## config.mk

```make
export PLATFORM = sky130hd
export DESIGN_NAME = sccb_cfg_sequencer
export DESIGN_NICKNAME = d
export VERILOG_FILES = /design/src/rtl/sccb_cfg_sequencer.sv
export SDC_FILE = /design/constraint.sdc
export NUM_CORES = 1
export LEC_CHECK = 0
export CORE_MARGIN = 2
export CORE_UTILIZATION = 28
export DETAILED_ROUTE_END_ITERATION = 6
export PLACE_DENSITY = 0.54
export SYNTH_ARGS = -nofsm -noshare
export SYNTH_HDL_FRONTEND = slang
export SYNTH_SLANG_ARGS = --single-unit
```

## constraint.sdc

```tcl
create_clock -name i_clk -period 12.4 [get_ports i_clk]
set_input_delay 2.48 -clock i_clk [delete_from_list [all_inputs] [get_ports i_clk]]
set_output_delay 2.48 -clock i_clk [all_outputs]
set_load 0.005 [all_outputs]
```

## src/rtl/sccb_cfg_sequencer.sv

```systemverilog
// Walks an OV5642 init table and issues one SCCB write per entry, with delay/end markers and NACK retry.
// Optional readback verify of every write is enabled by defining SCCB_CFG_VERIFY_EN.
module sccb_cfg_sequencer #(
  parameter int          ROM_AW        = 10,
  parameter logic [7:0]  DEVICE_ID     = 8'h78,
  parameter int          CLK_FREQ      = 100_000_000,
  parameter int          DELAY_UNIT_US = 1000,
  parameter int          MAX_RETRY     = 3,
  parameter int          GAP_CYCLES    = 16
) (
  input  logic              i_clk,
  input  logic              i_rst_n,
  input  logic              i_start,
  output logic              o_busy,
  output logic              o_done,
  output logic              o_err,
  output logic [ROM_AW-1:0] o_err_addr,
  output logic [ROM_AW-1:0] o_rom_addr,
  input  logic [23:0]       i_rom_data,
  output logic              o_sccb_req,
  output logic              o_sccb_rd,
  output logic [7:0]        o_sccb_id,
  output logic [15:0]       o_sccb_sub_addr,
  output logic [7:0]        o_sccb_wr_data,
  input  logic              i_sccb_done,
  input  logic              i_sccb_nack,
  input  logic [7:0]        i_sccb_rd_data
);

  localparam logic [31:0]       PRESCALE  = 32'(CLK_FREQ / 1_000_000);
  localparam logic [31:0]       DLY_UNIT  = 32'(DELAY_UNIT_US);
  localparam int                RW        = (MAX_RETRY > 0) ? $clog2(MAX_RETRY + 1) : 1;
  localparam logic [RW-1:0]     RETRY_MAX = RW'(MAX_RETRY);
  localparam logic [15:0]       GAP_LAST  = 16'(GAP_CYCLES - 1);
  localparam logic [ROM_AW-1:0] ADDR_LAST = {ROM_AW{1'b1}};

  typedef enum logic [3:0] {
    S_IDLE = 4'd0, S_FETCH = 4'd1, S_DECODE = 4'd2, S_WRITE = 4'd3, S_READ = 4'd4,
    S_GAP  = 4'd5, S_DELAY = 4'd6, S_NEXT   = 4'd7, S_DONE  = 4'd8, S_ERR  = 4'd9
  } state_t;

  state_t state_r, state_s, gap_ret_r, gap_ret_s;
  logic [15:0]       gap_cnt_r, gap_cnt_s;
  logic [31:0]       pre_cnt_r, pre_cnt_s, dly_cnt_r, dly_cnt_s;
  logic [RW-1:0]     retry_r, retry_s;
  logic              busy_r, busy_s, done_r, done_s, err_r, err_s;
  logic [ROM_AW-1:0] err_addr_r, err_addr_s, rom_addr_r, rom_addr_s;
  logic              req_r, req_s, rd_r, rd_s;
  logic [7:0]        id_r, id_s, wdata_r, wdata_s;
  logic [15:0]       sub_r, sub_s;

`ifndef SCCB_CFG_VERIFY_EN
  logic unused_rd_data_s;
  assign unused_rd_data_s = ^i_sccb_rd_data;
`endif

  // Next-state and next-output computation for the table walk.
  always_comb begin
    state_s    = state_r;
    gap_ret_s  = gap_ret_r;
    gap_cnt_s  = gap_cnt_r;
    pre_cnt_s  = pre_cnt_r;
    dly_cnt_s  = dly_cnt_r;
    retry_s    = retry_r;
    busy_s     = busy_r;
    done_s     = done_r;
    err_s      = err_r;
    err_addr_s = err_addr_r;
    rom_addr_s = rom_addr_r;
    req_s      = req_r;
    rd_s       = rd_r;
    id_s       = id_r;
    sub_s      = sub_r;
    wdata_s    = wdata_r;
    case (state_r)
      S_IDLE, S_DONE, S_ERR: begin
        if (i_start) begin
          state_s    = S_FETCH;
          busy_s     = 1'b1;
          done_s     = 1'b0;
          err_s      = 1'b0;
          err_addr_s = {ROM_AW{1'b0}};
          rom_addr_s = {ROM_AW{1'b0}};
          retry_s    = {RW{1'b0}};
        end else begin
          state_s = state_r;
        end
      end
      S_FETCH: state_s = S_DECODE;
      S_DECODE: begin
        sub_s   = i_rom_data[23:8];
        wdata_s = i_rom_data[7:0];
        if (i_rom_data[23:8] == 16'hFFFF) begin
          state_s = S_DONE;
          busy_s  = 1'b0;
          done_s  = 1'b1;
        end else if (i_rom_data[23:8] == 16'hFFFE) begin
          pre_cnt_s = 32'd0;
          dly_cnt_s = {24'd0, i_rom_data[7:0]} * DLY_UNIT;
          state_s   = (i_rom_data[7:0] == 8'd0) ? S_NEXT : S_DELAY;
        end else begin
          state_s = S_WRITE;
          req_s   = 1'b1;
          rd_s    = 1'b0;
          id_s    = DEVICE_ID;
        end
      end
      S_WRITE: begin
        if (i_sccb_done && req_r) begin
          req_s     = 1'b0;
          gap_cnt_s = 16'd0;
          if (!i_sccb_nack) begin
`ifdef SCCB_CFG_VERIFY_EN
            state_s   = S_GAP;
            gap_ret_s = S_READ;
`else
            state_s   = S_NEXT;
`endif
          end else if (retry_r < RETRY_MAX) begin
            retry_s   = retry_r + 1'b1;
            state_s   = S_GAP;
            gap_ret_s = S_WRITE;
          end else begin
            state_s    = S_ERR;
            err_s      = 1'b1;
            busy_s     = 1'b0;
            err_addr_s = rom_addr_r;
          end
        end else begin
          state_s = S_WRITE;
        end
      end
`ifdef SCCB_CFG_VERIFY_EN
      // A NACK or a data mismatch on readback retries the whole write+read pair.
      S_READ: begin
        if (i_sccb_done && req_r) begin
          req_s     = 1'b0;
          gap_cnt_s = 16'd0;
          if (!i_sccb_nack && (i_sccb_rd_data == wdata_r)) begin
            state_s = S_NEXT;
          end else if (retry_r < RETRY_MAX) begin
            retry_s   = retry_r + 1'b1;
            state_s   = S_GAP;
            gap_ret_s = S_WRITE;
          end else begin
            state_s    = S_ERR;
            err_s      = 1'b1;
            busy_s     = 1'b0;
            err_addr_s = rom_addr_r;
          end
        end else begin
          state_s = S_READ;
        end
      end
`endif
      S_GAP: begin
        if (gap_cnt_r == GAP_LAST) begin
          state_s = gap_ret_r;
          if (gap_ret_r == S_WRITE) begin
            req_s = 1'b1;
            rd_s  = 1'b0;
            id_s  = DEVICE_ID;
          end else if (gap_ret_r == S_READ) begin
            req_s = 1'b1;
            rd_s  = 1'b1;
            id_s  = DEVICE_ID | 8'h01;
          end else begin
            req_s = 1'b0;
          end
        end else begin
          gap_cnt_s = gap_cnt_r + 16'd1;
        end
      end
      S_DELAY: begin
        if (pre_cnt_r == PRESCALE - 32'd1) begin
          pre_cnt_s = 32'd0;
          dly_cnt_s = dly_cnt_r - 32'd1;
          state_s   = (dly_cnt_r == 32'd1) ? S_NEXT : S_DELAY;
        end else begin
          pre_cnt_s = pre_cnt_r + 32'd1;
        end
      end
      S_NEXT: begin
        retry_s = {RW{1'b0}};
        if (rom_addr_r == ADDR_LAST) begin
          state_s = S_DONE;
          busy_s  = 1'b0;
          done_s  = 1'b1;
        end else begin
          rom_addr_s = rom_addr_r + 1'b1;
          gap_cnt_s  = 16'd0;
          gap_ret_s  = S_FETCH;
          state_s    = S_GAP;
        end
      end
      default: state_s = S_IDLE;
    endcase
  end

  // State and output registers with synchronous active-low reset.
  always_ff @(posedge i_clk) begin
    if (!i_rst_n) begin
      state_r    <= S_IDLE;
      gap_ret_r  <= S_FETCH;
      gap_cnt_r  <= 16'd0;
      pre_cnt_r  <= 32'd0;
      dly_cnt_r  <= 32'd0;
      retry_r    <= {RW{1'b0}};
      busy_r     <= 1'b0;
      done_r     <= 1'b0;
      err_r      <= 1'b0;
      err_addr_r <= {ROM_AW{1'b0}};
      rom_addr_r <= {ROM_AW{1'b0}};
      req_r      <= 1'b0;
      rd_r       <= 1'b0;
      id_r       <= 8'd0;
      sub_r      <= 16'd0;
      wdata_r    <= 8'd0;
    end else begin
      state_r    <= state_s;
      gap_ret_r  <= gap_ret_s;
      gap_cnt_r  <= gap_cnt_s;
      pre_cnt_r  <= pre_cnt_s;
      dly_cnt_r  <= dly_cnt_s;
      retry_r    <= retry_s;
      busy_r     <= busy_s;
      done_r     <= done_s;
      err_r      <= err_s;
      err_addr_r <= err_addr_s;
      rom_addr_r <= rom_addr_s;
      req_r      <= req_s;
      rd_r       <= rd_s;
      id_r       <= id_s;
      sub_r      <= sub_s;
      wdata_r    <= wdata_s;
    end
  end

  assign o_busy          = busy_r;
  assign o_done          = done_r;
  assign o_err           = err_r;
  assign o_err_addr      = err_addr_r;
  assign o_rom_addr      = rom_addr_r;
  assign o_sccb_req      = req_r;
  assign o_sccb_rd       = rd_r;
  assign o_sccb_id       = id_r;
  assign o_sccb_sub_addr = sub_r;
  assign o_sccb_wr_data  = wdata_r;

endmodule

```

==> impl_metrics.csv, run 1 <==
group,metric,value,unit
run_status,status,"completed",
synthesis,synth_area_per_cell,8.15,um^2
route,drt_drc_violations_left,0,
power_and_ir_drop,p_per_area,142,nW/um^2
synthesis,synth_edf_count,0,
place,dp_hpwl,17400,um
global_route,grt_first_pass_wirelength,41700,um
synthesis,yosys.area.top_type,"dfxtp_1",
sta,slew_violations,0,
place,dp_cells,1500,
route,first_pass_iters,5,
layout,num-fill-cells,3179,
place,dp_worst_setup_slack,4.92,ns
layout,fin_area,10500,um^2
sta,fin_setup_tns,0,ns
power_and_ir_drop,leakage,3.78,nW
clock_tree,cts_tree,"built",
clock_tree,cts_resized,0,
worst_setup_path,critical_path.startpoint_type,"input port",
power_and_ir_drop,power,1.49,mW
place,io_buffer_count,82,
route,ant_nets,0,
worst_setup_path,critPathKind,"in2reg",
floorplan,start_util,0.285,
synthesis,yosys_most_used_dff,"dfxtp_1",
clock_tree,ctsHoldBuffers,0,
synthesis,synth_top_area_share,0.314,
synthesis,async_flop_share,0,
clock_tree,ctsLongestPathBuffers,2,
power_and_ir_drop,total_switching_power,0.523,mW
clock_tree,clkTransAtPathRegs,0.07,ns
floorplan,ios,94,
sta,finalHoldViolCount,0,
sta,skew,0.0116,ns
sta,relSlewSlack,0.204,
floorplan,rows,64,
layout,nets,1230,
sta,fin_crit,6.97,ns
power_and_ir_drop,irDropWorstVdd,0.0000987,V
layout,final-instance-count-excl-fill,1533,
flow_run,cap_violations,0,
synthesis,ys_types,72,
clock_tree,ctsRootBufferMaster,"clkbuf_16",
sta,rsz0062_at_grt,"no",
place,gp_routability_congestion,0.815,
route,routed_via_density,5.44,
clock_tree,cts_buffers,17,
power_and_ir_drop,pwr-share-seq,0.325,
synthesis,synth.area.top_cells,"dfxtp_1, ha_1, a21oi_1",
clock_tree,cts_sinks,137,
worst_setup_path,crit_fanout,10,
power_and_ir_drop,p_clk_frac,0.348,
clock_tree,postCtsSetupRepairBufs,0,
worst_setup_path,crit_arrival,7.30,ns
hold_path,worstHoldPathType,"reg2reg",
global_route,overflow,0,
synthesis,synth-seq-area-share,0.314,
sta,finalSetupViolations,0,
sta,worstMarginPinSlew,1.18,ns
layout,drive_gt1_frac,0.0634,
floorplan,die_h,181,um
synthesis,ys_warn_count,0,
layout,post-route-util,0.343,
synthesis,synth_cells,1072,
synthesis,syn_area,8740,um^2
power_and_ir_drop,combPwrFrac,0.327,
layout,syn2layout_area_growth,20.6,%
route,wirelength,25100,um
power_and_ir_drop,switching_share,0.350,
place,place_area,9940,um^2
global_route,grt_pass1_vias,7941,
global_route,antenna_found_initial,1,
sta,holdWs,0.452,ns
sta,fmax,0.143,GHz
worst_setup_path,required,12.73,ns
global_route,grt_max_degree,63,
clock_tree,htreeDepth,4,
floorplan,die_area,32600,um^2
floorplan,core,30700,um^2
power_and_ir_drop,internal-power,0.970,mW
floorplan,die_w,181,um
route,vias,8341,
clock_tree,insertion_delay,0.43,ns
synthesis,synth_seq_cells,137,
sta,timing.final.crit_share,0.562,
sta,fin_ws,5.43,ns
route,drt_iter0_drc,611,
global_route,grt_use_total,0.154,
route,wl_per_cell,16.4,um
worst_setup_path,cp-end-kind,"flop",
-- cell usage after synthesis (4+ instances only) --
master and n:
clkbuf_1 56, nand2_1 108, a31o_2 4, dfxtp_1 137
o31ai_1 24, a211oi_1 6, a311oi_1 6, or3_1 25
a22oi_1 14, nor4_1 40, or4_1 31, nor3_1 28
inv_1 51, nand4_1 30, o211ai_1 7, nand2b_1 18
and2_1 5, and3_1 9, o22ai_1 10, or2_2 7
nor4b_1 9, ha_1 49, nand3_1 38, mux2i_1 18
o2111ai_1 11, nor2_1 69, xnor2_1 17, o21ai_0 37
a31oi_1 12, and4_1 5, a2111oi_0 4, buf_4 7
o21a_1 6, o32ai_1 4, a21oi_1 85, fa_1 21
-- cell type report --
cell class,count,area (um^2),share of cell area
multi-input cells,817,5560,0.528
diodes,1,2.50,0.000238
inverters,52,195,0.0185
repair buffers,98,941,0.0893
flip-flops and latches,137,2740,0.260
clock buffers,18,429,0.0408
clock inverters,14,163,0.0154
well taps,396,495,0.0470
-- cells by family after synthesis --
family,synth area share
multiplexers,0.0206
flip-flops,0.314
other,0.000429
adder cells (fa/ha/maj),0.118
buffers and inverters,0.0556
AND/OR/NAND/NOR,0.274
AO/OA/AOI/OAI,0.198
XOR/XNOR,0.0190
-- metal layers --
metal | wire length, um | GRT usage | vias up
li1 | - | - | 4125
met1 | 12300 | 0.216 | 4013
met2 | 11400 | 0.242 | 182
met3 | 1080 | 0.0226 | 21
met4 | 329 | 0.0497 | 0
met5 | 0 | 0 | -
-- registers in the layout, summed over array words and instances (netlist names) --
register and flops:
dly_cnt_r 32, gap_cnt_r 16, gap_ret_r 1, o_busy 1, o_done 1, o_err 1, o_err_addr 10, o_rom_addr 10
o_sccb_id 2, o_sccb_req 1, o_sccb_sub_addr 16, o_sccb_wr_data 8, pre_cnt_r 32, retry_r 2, state_r 4
-- final timing paths --
| path | start | endpoint | slack (ns) | cells past startpoint |
|---|---|---|---|---|
| hold reg to reg | o_sccb_sub_addr[1]$_SDFFE_PN0P_ | o_sccb_sub_addr[1]$_SDFFE_PN0P_ | 0.45 | 2 |
| setup reg to reg | state_r[1]$_SDFFE_PN0P_ | dly_cnt_r[24]$_SDFFE_PN0P_ | 8.64 | 5 |
| setup / recovery | i_rom_data[5] | dly_cnt_r[12]$_SDFFE_PN0P_ | 5.43 | 14 |
| hold / removal | o_sccb_sub_addr[1]$_SDFFE_PN0P_ | o_sccb_sub_addr[1]$_SDFFE_PN0P_ | 0.45 | 2 |
-- worst max-delay path, cell delays in order --
cell             delay (ns)
clkdlybuf4s50_1        0.75
inv_1                  0.23
ha_1                   0.33
inv_1                  0.07
fa_1                   0.56
fa_1                   0.44
fa_1                   0.51
inv_1                  0.05
ha_1                   0.40
and3_1                 0.21
a2111oi_0              0.70
xnor2_1                0.19
a221oi_1               0.09
nor4_1                 0.30
-- layout by cell type (no fill, tap or decap), types with 28 or more instances in the layout --
cell type | netlist | routed
dfxtp_1 | 137 | 137
nand2_1 | 108 | 108
a21oi_1 | 85 | 82
clkdlybuf4s50_1 | 0 | 82
nor2_1 | 69 | 69
inv_1 | 51 | 51
ha_1 | 49 | 49
nand3_1 | 38 | 38
nor4_1 | 40 | 38
o21ai_0 | 37 | 37
or4_1 | 31 | 31
nand4_1 | 30 | 30
nor3_1 | 28 | 28
-- power groups by stage --
stage | clock [mW] | combinational (mW) | sequential, mW
after floorplan | 0 | 0.346 | 0.486
final | 0.520 | 0.488 | 0.486
after global routing | 0.550 | 0.550 | 0.490
after detailed placement | 0 | 0.487 | 0.495
after CTS | 0.532 | 0.492 | 0.486
after global placement | 0 | 0.486 | 0.495
No activity file was read; power rests on OpenSTA's default activity.
==> run 2, diff against run 1 <==
==> constraint.sdc (replaced) <==
create_clock -name i_clk -period 6.5 [get_ports i_clk]
set_input_delay 1.3 -clock i_clk [delete_from_list [all_inputs] [get_ports i_clk]]
set_output_delay 1.3 -clock i_clk [all_outputs]
set_load 0.005 [all_outputs]
==> impl_metrics.csv, run 2 (synthesis gave the netlist of run 1 again) <==
group,metric,value,unit
run_status,status,"completed",
place,dp_worst_setup_slack,0.567,ns
layout,antennaDiodeCount,0,
clock_tree,clkTransAtPathRegs,0.06,ns
layout,final-instance-count-excl-fill,1537,
worst_setup_path,cp.depth,14,
worst_setup_path,critical_path.startpoint_type,"input port",
global_route,grt_first_pass_wirelength,42000,um
clock_tree,ctsLongestPathBuffers,2,
global_route,use_met2,0.250,
sta,fin_crit,5.49,ns
worst_setup_path,required,6.83,ns
place,place_area,9980,um^2
floorplan,die_h,181,um
sta,worstMarginPinSlew,1.18,ns
layout,drive_gt1_frac,0.0657,
global_route,overflow,0,
worst_setup_path,cp_top_family,"adder cells",
worst_setup_path,crit_fanout,10,
clock_tree,cts_tree,"built",
clock_tree,cts_resized,0,
worst_setup_path,cp-end-kind,"flop",
clock_tree,ctsHoldBuffers,0,
layout,reg_top3,"dly_cnt_r (32), pre_cnt_r (32)",
floorplan,die_w,181,um
power_and_ir_drop,leakage,3.80,nW
global_route,grt_pass1_vias,8027,
place,gp_routability_congestion,0.824,
floorplan,core,30700,um^2
route,ant_nets,0,
worst_setup_path,crit_top_cell,"fa_1",
power_and_ir_drop,total_switching_power,0.976,mW
power_and_ir_drop,switching_share,0.343,
global_route,use_met3,0.0251,
route,drt_drc_violations_left,0,
sta,fin_setup_tns,0,ns
route,wirelength,25100,um
sta,fin_ws,1.01,ns
layout,final_cell_mix,"dfxtp_1, nand2_1, a21oi_1, clkdlybuf4s50_1, nor2_1",
floorplan,ios,94,
global_route,grt_busiest_layer,"met2",
sta,fmax,0.182,GHz
global_route,grt_use_total,0.155,
layout,syn2layout_area_growth,20.8,%
route,drt_iter0_drc,553,
sta,finalSetupViolations,0,
power_and_ir_drop,combPwrFrac,0.336,
place,dp_cells,1506,
floorplan,rows,64,
clock_tree,ctsRootBufferMaster,"clkbuf_16",
flow_run,cap_violations,0,
worst_setup_path,crit_chain,"clkdlybuf4s50_1, fa_1, inv_1, fa_1, fa_1, fa_1, inv_1, ha_1, and3_1, a2111oi_0, buf_4, xnor2_1, a221oi_1, nor4_1",
floorplan,start_util,0.285,
power_and_ir_drop,p_per_area,270,nW/um^2
worst_setup_path,cp_num_buf_inv,4,
sta,rsz0062_at_grt,"no",
worst_setup_path,slowest_delay,0.60,ns
power_and_ir_drop,internal-power,1.87,mW
worst_setup_path,critPathKind,"in2reg",
clock_tree,cts_sinks,137,
clock_tree,htreeDepth,4,
route,vias,8371,
route,routed_via_density,5.45,
sta,relSlewSlack,0.214,
layout,final_common_cell,"dfxtp_1",
layout,fin_area,10600,um^2
layout,post-route-util,0.344,
power_and_ir_drop,power,2.85,mW
power_and_ir_drop,pwr-share-seq,0.326,
layout,nets,1236,
worst_setup_path,rrSetupSlack,2.76,ns
sta,skew,0.00989,ns
worst_setup_path,r2r_cells,5,
clock_tree,cts_buffers,17,
worst_setup_path,crit_slowest_cell,"clkdlybuf4s50_1",
layout,num-fill-cells,3236,
hold_path,holdPathStages,2,
sta,holdWs,0.453,ns
sta,timing.final.crit_share,0.845,
floorplan,die_area,32600,um^2
place,dp_hpwl,17500,um
route,first_pass_iters,5,
sta,finalHoldViolCount,0,
global_route,antenna_found_initial,0,
power_and_ir_drop,p_clk_frac,0.338,
global_route,grt_max_degree,63,
clock_tree,insertion_delay,0.43,ns
power_and_ir_drop,irDropWorstVdd,0.000180,V
hold_path,worstHoldPathType,"reg2reg",
place,io_buffer_count,82,
route,wl_per_cell,16.3,um
global_route,use_met1,0.213,
clock_tree,postCtsSetupRepairBufs,0,
worst_setup_path,crit_arrival,5.82,ns
sta,slew_violations,0,
-- run 2: per-layer routing --
layer | vias up | share of wire
li1 | 4128 | -
met1 | 4048 | 0.50
met2 | 172 | 0.45
met3 | 23 | 0.042
met4 | 0 | 0.013
met5 | - | 0
-- run 2: power by group through the flow --
stage / registers [mW] / clock network, mW / logic [mW]
2_1_floorplan: 0.927 / 0 / 0.659
3_3_place_gp: 0.945 / 0 / 0.950
3_5_place_dp: 0.945 / 0 / 0.953
4_1_cts: 0.927 / 0.982 / 0.962
5_1_grt: 0.935 / 1.02 / 1.08
6_report: 0.928 / 0.962 / 0.956
-- run 2: final timing paths --
| check | start | end |
|---|---|---|
| hold reg to reg | o_sccb_sub_addr[3]$_SDFFE_PN0P_ | o_sccb_sub_addr[3]$_SDFFE_PN0P_ |
| hold / removal | o_sccb_sub_addr[3]$_SDFFE_PN0P_ | o_sccb_sub_addr[3]$_SDFFE_PN0P_ |
| setup reg to reg | state_r[1]$_SDFFE_PN0P_ | dly_cnt_r[24]$_SDFFE_PN0P_ |
| setup / recovery | i_rom_data[1] | dly_cnt_r[12]$_SDFFE_PN0P_ |
-- run 2: cell type report --
cell class | count | area [um^2] | area share
clock buffers | 21 | 450 | 0.0427
clock inverters | 10 | 119 | 0.0113
inverters | 52 | 195 | 0.0185
multi-input cells | 817 | 5560 | 0.527
flip-flops and latches | 137 | 2740 | 0.260
well taps | 396 | 495 | 0.0470
repair buffers | 104 | 986 | 0.0934
-- run 2: tightest hold or removal path, stage by stage, from the launching register on --
cell	delay, ns
dfxtp_1	0.30
nand2_1	0.05
a21oi_1	0.05
==> run 3, diff against run 2 <==
==> constraint.sdc (replaced) <==
create_clock -name i_clk -period 5.7 [get_ports i_clk]
set_input_delay 1.14 -clock i_clk [delete_from_list [all_inputs] [get_ports i_clk]]
set_output_delay 1.14 -clock i_clk [all_outputs]
set_load 0.005 [all_outputs]
==> impl_metrics.csv, run 3 (synthesis gave the netlist of run 1 again) <==
group,metric,value,unit
worst_setup_path,crit_fanout,7,
route,first_pass_iters,5,
hold_path,holdPathStages,2,
place,dp_worst_setup_slack,0.0932,ns
global_route,overflow,0,
power_and_ir_drop,power,3.25,mW
place,place_area,10000,um^2
route,routed_via_density,5.38,
worst_setup_path,r2r_end,"dly_cnt_r[24]$_SDFFE_PN0P_",
flow_run,cap_violations,0,
power_and_ir_drop,p_clk_frac,0.327,
route,wl_per_cell,16.3,um
worst_setup_path,crit_chain,"clkdlybuf4s50_1, fa_1, inv_1, fa_1, fa_1, fa_1, inv_1, ha_1, and3_1, a2111oi_0, buf_4, xnor2_1, a221oi_1, nor4_1",
clock_tree,clkTransAtPathRegs,0.06,ns
power_and_ir_drop,combPwrFrac,0.347,
worst_setup_path,crit_arrival,5.46,ns
sta,finalHoldViolCount,0,
run_status,status,"completed",
layout,antennaDiodeCount,0,
route,drt_iter0_drc,569,
sta,fmax,0.195,GHz
clock_tree,cts_sinks,137,
sta,fin_setup_tns,0,ns
place,dp_cells,1513,
route,wirelength,25100,um
layout,reg_top3,"dly_cnt_r (32), pre_cnt_r (32)",
worst_setup_path,cp-end-kind,"flop",
floorplan,die_w,181,um
power_and_ir_drop,switching_share,0.344,
place,gp_routability_congestion,0.813,
sta,holdWs,0.453,ns
sta,timing.final.crit_share,0.902,
route,vias,8311,
sta,slew_violations,0,
worst_setup_path,r2r_cells,5,
clock_tree,ctsHoldBuffers,0,
power_and_ir_drop,leakage,3.82,nW
place,dp_hpwl,17700,um
worst_setup_path,crit_top_cell,"fa_1",
power_and_ir_drop,total_switching_power,1.12,mW
worst_setup_path,crit_slowest_cell,"clkdlybuf4s50_1",
route,ant_nets,0,
power_and_ir_drop,irDropWorstVdd,0.000196,V
worst_setup_path,slowest_delay,0.58,ns
worst_setup_path,r2r_start,"state_r[1]$_SDFFE_PN0P_",
layout,syn2layout_area_growth,21.2,%
worst_setup_path,cp_top_family,"adder cells",
hold_path,hold_end,"o_sccb_sub_addr[6]$_SDFFE_PN0P_",
sta,rsz0062_at_grt,"no",
worst_setup_path,critical_path.startpoint_type,"input port",
clock_tree,cts_buffers,17,
layout,final_common_cell,"dfxtp_1",
global_route,grt_pass1_vias,8043,
floorplan,start_util,0.285,
layout,nets,1243,
worst_setup_path,rrSetupSlack,1.94,ns
floorplan,ios,94,
layout,final_cell_mix,"dfxtp_1, nand2_1, a21oi_1",
floorplan,rows,64,
sta,finalSetupViolations,0,
global_route,grt_max_degree,39,
clock_tree,ctsLongestPathBuffers,2,
clock_tree,htreeDepth,4,
clock_tree,ctsRootBufferMaster,"clkbuf_16",
floorplan,die_area,32600,um^2
clock_tree,postCtsSetupRepairBufs,0,
layout,final-instance-count-excl-fill,1544,
worst_setup_path,required,6.02,ns
sta,fin_crit,5.14,ns
place,io_buffer_count,82,
clock_tree,cts_tree,"built",
sta,skew,0.00934,ns
worst_setup_path,cp_num_buf_inv,4,
hold_path,worstHoldPathType,"reg2reg",
global_route,grt_first_pass_wirelength,42100,um
power_and_ir_drop,internal-power,2.13,mW
route,drt_drc_violations_left,0,
layout,post-route-util,0.345,
layout,drive_gt1_frac,0.0714,
clock_tree,insertion_delay,0.42,ns
hold_path,worstHoldStart,"o_sccb_sub_addr[6]$_SDFFE_PN0P_",
global_route,antenna_found_initial,0,
clock_tree,cts_resized,0,
sta,worstMarginPinSlew,1.16,ns
sta,relSlewSlack,0.221,
power_and_ir_drop,p_per_area,307,nW/um^2
global_route,grt_use_total,0.155,
floorplan,core,30700,um^2
floorplan,die_h,181,um
worst_setup_path,critPathKind,"in2reg",
layout,fin_area,10600,um^2
sta,fin_ws,0.559,ns
power_and_ir_drop,pwr-share-seq,0.326,
## run 3: worst max-delay path by stage
stage / endpoint / slack, ns / start / cells past startpoint
2_1_floorplan: dly_cnt_r[12]$_SDFFE_PN0P_ / 0.73 / i_rom_data[1] / 13
3_3_place_gp: dly_cnt_r[12]$_SDFFE_PN0P_ / 0.09 / i_rom_data[2] / 14
3_5_place_dp: dly_cnt_r[12]$_SDFFE_PN0P_ / 0.09 / i_rom_data[2] / 14
4_1_cts: dly_cnt_r[12]$_SDFFE_PN0P_ / 0.52 / i_rom_data[2] / 14
5_1_grt: dly_cnt_r[12]$_SDFFE_PN0P_ / 0.25 / i_rom_data[2] / 14
6_report: dly_cnt_r[12]$_SDFFE_PN0P_ / 0.56 / i_rom_data[2] / 14
## run 3: routing by layer
| metal | GRT usage | vias to the layer above | routed length, um | share of wire |
|---|---|---|---|---|
| met4 | 0.0371 | 0 | 324 | 0.013 |
| met2 | 0.248 | 186 | 11400 | 0.45 |
| li1 | - | 4145 | - | - |
| met5 | 0 | - | 0 | 0 |
| met3 | 0.0295 | 20 | 1140 | 0.045 |
| met1 | 0.215 | 3960 | 12300 | 0.49 |
## run 3: power groups by stage
| stage | registers, mW | logic (mW) | clock network [mW] |
|---|---|---|---|
| 3_3_place_gp | 1.08 | 1.12 | 0 |
| 6_report | 1.06 | 1.13 | 1.06 |
| 5_1_grt | 1.07 | 1.27 | 1.13 |
| 2_1_floorplan | 1.06 | 0.752 | 0 |
| 3_5_place_dp | 1.08 | 1.12 | 0 |
| 4_1_cts | 1.06 | 1.13 | 1.09 |
## run 3: final cells by class
| cell class | count | area, um^2 |
|---|---|---|
| multi-input cells | 817 | 5560 |
| fillers | 3207 | 20100 |
| clock buffers | 21 | 460 |
| repair buffers | 111 | 1040 |
| inverters | 52 | 195 |
| clock inverters | 10 | 95.1 |
| well taps | 396 | 495 |
| flip-flops and latches | 137 | 2740 |
## run 3: worst reg2reg max path, stage by stage, from the launching register on
cell and delay [ns]:
dfxtp_1 0.66, or4b_2 1.01, nor2_1 0.56, nand2_1 0.74, a2111oi_0 0.58, o21a_1 0.15
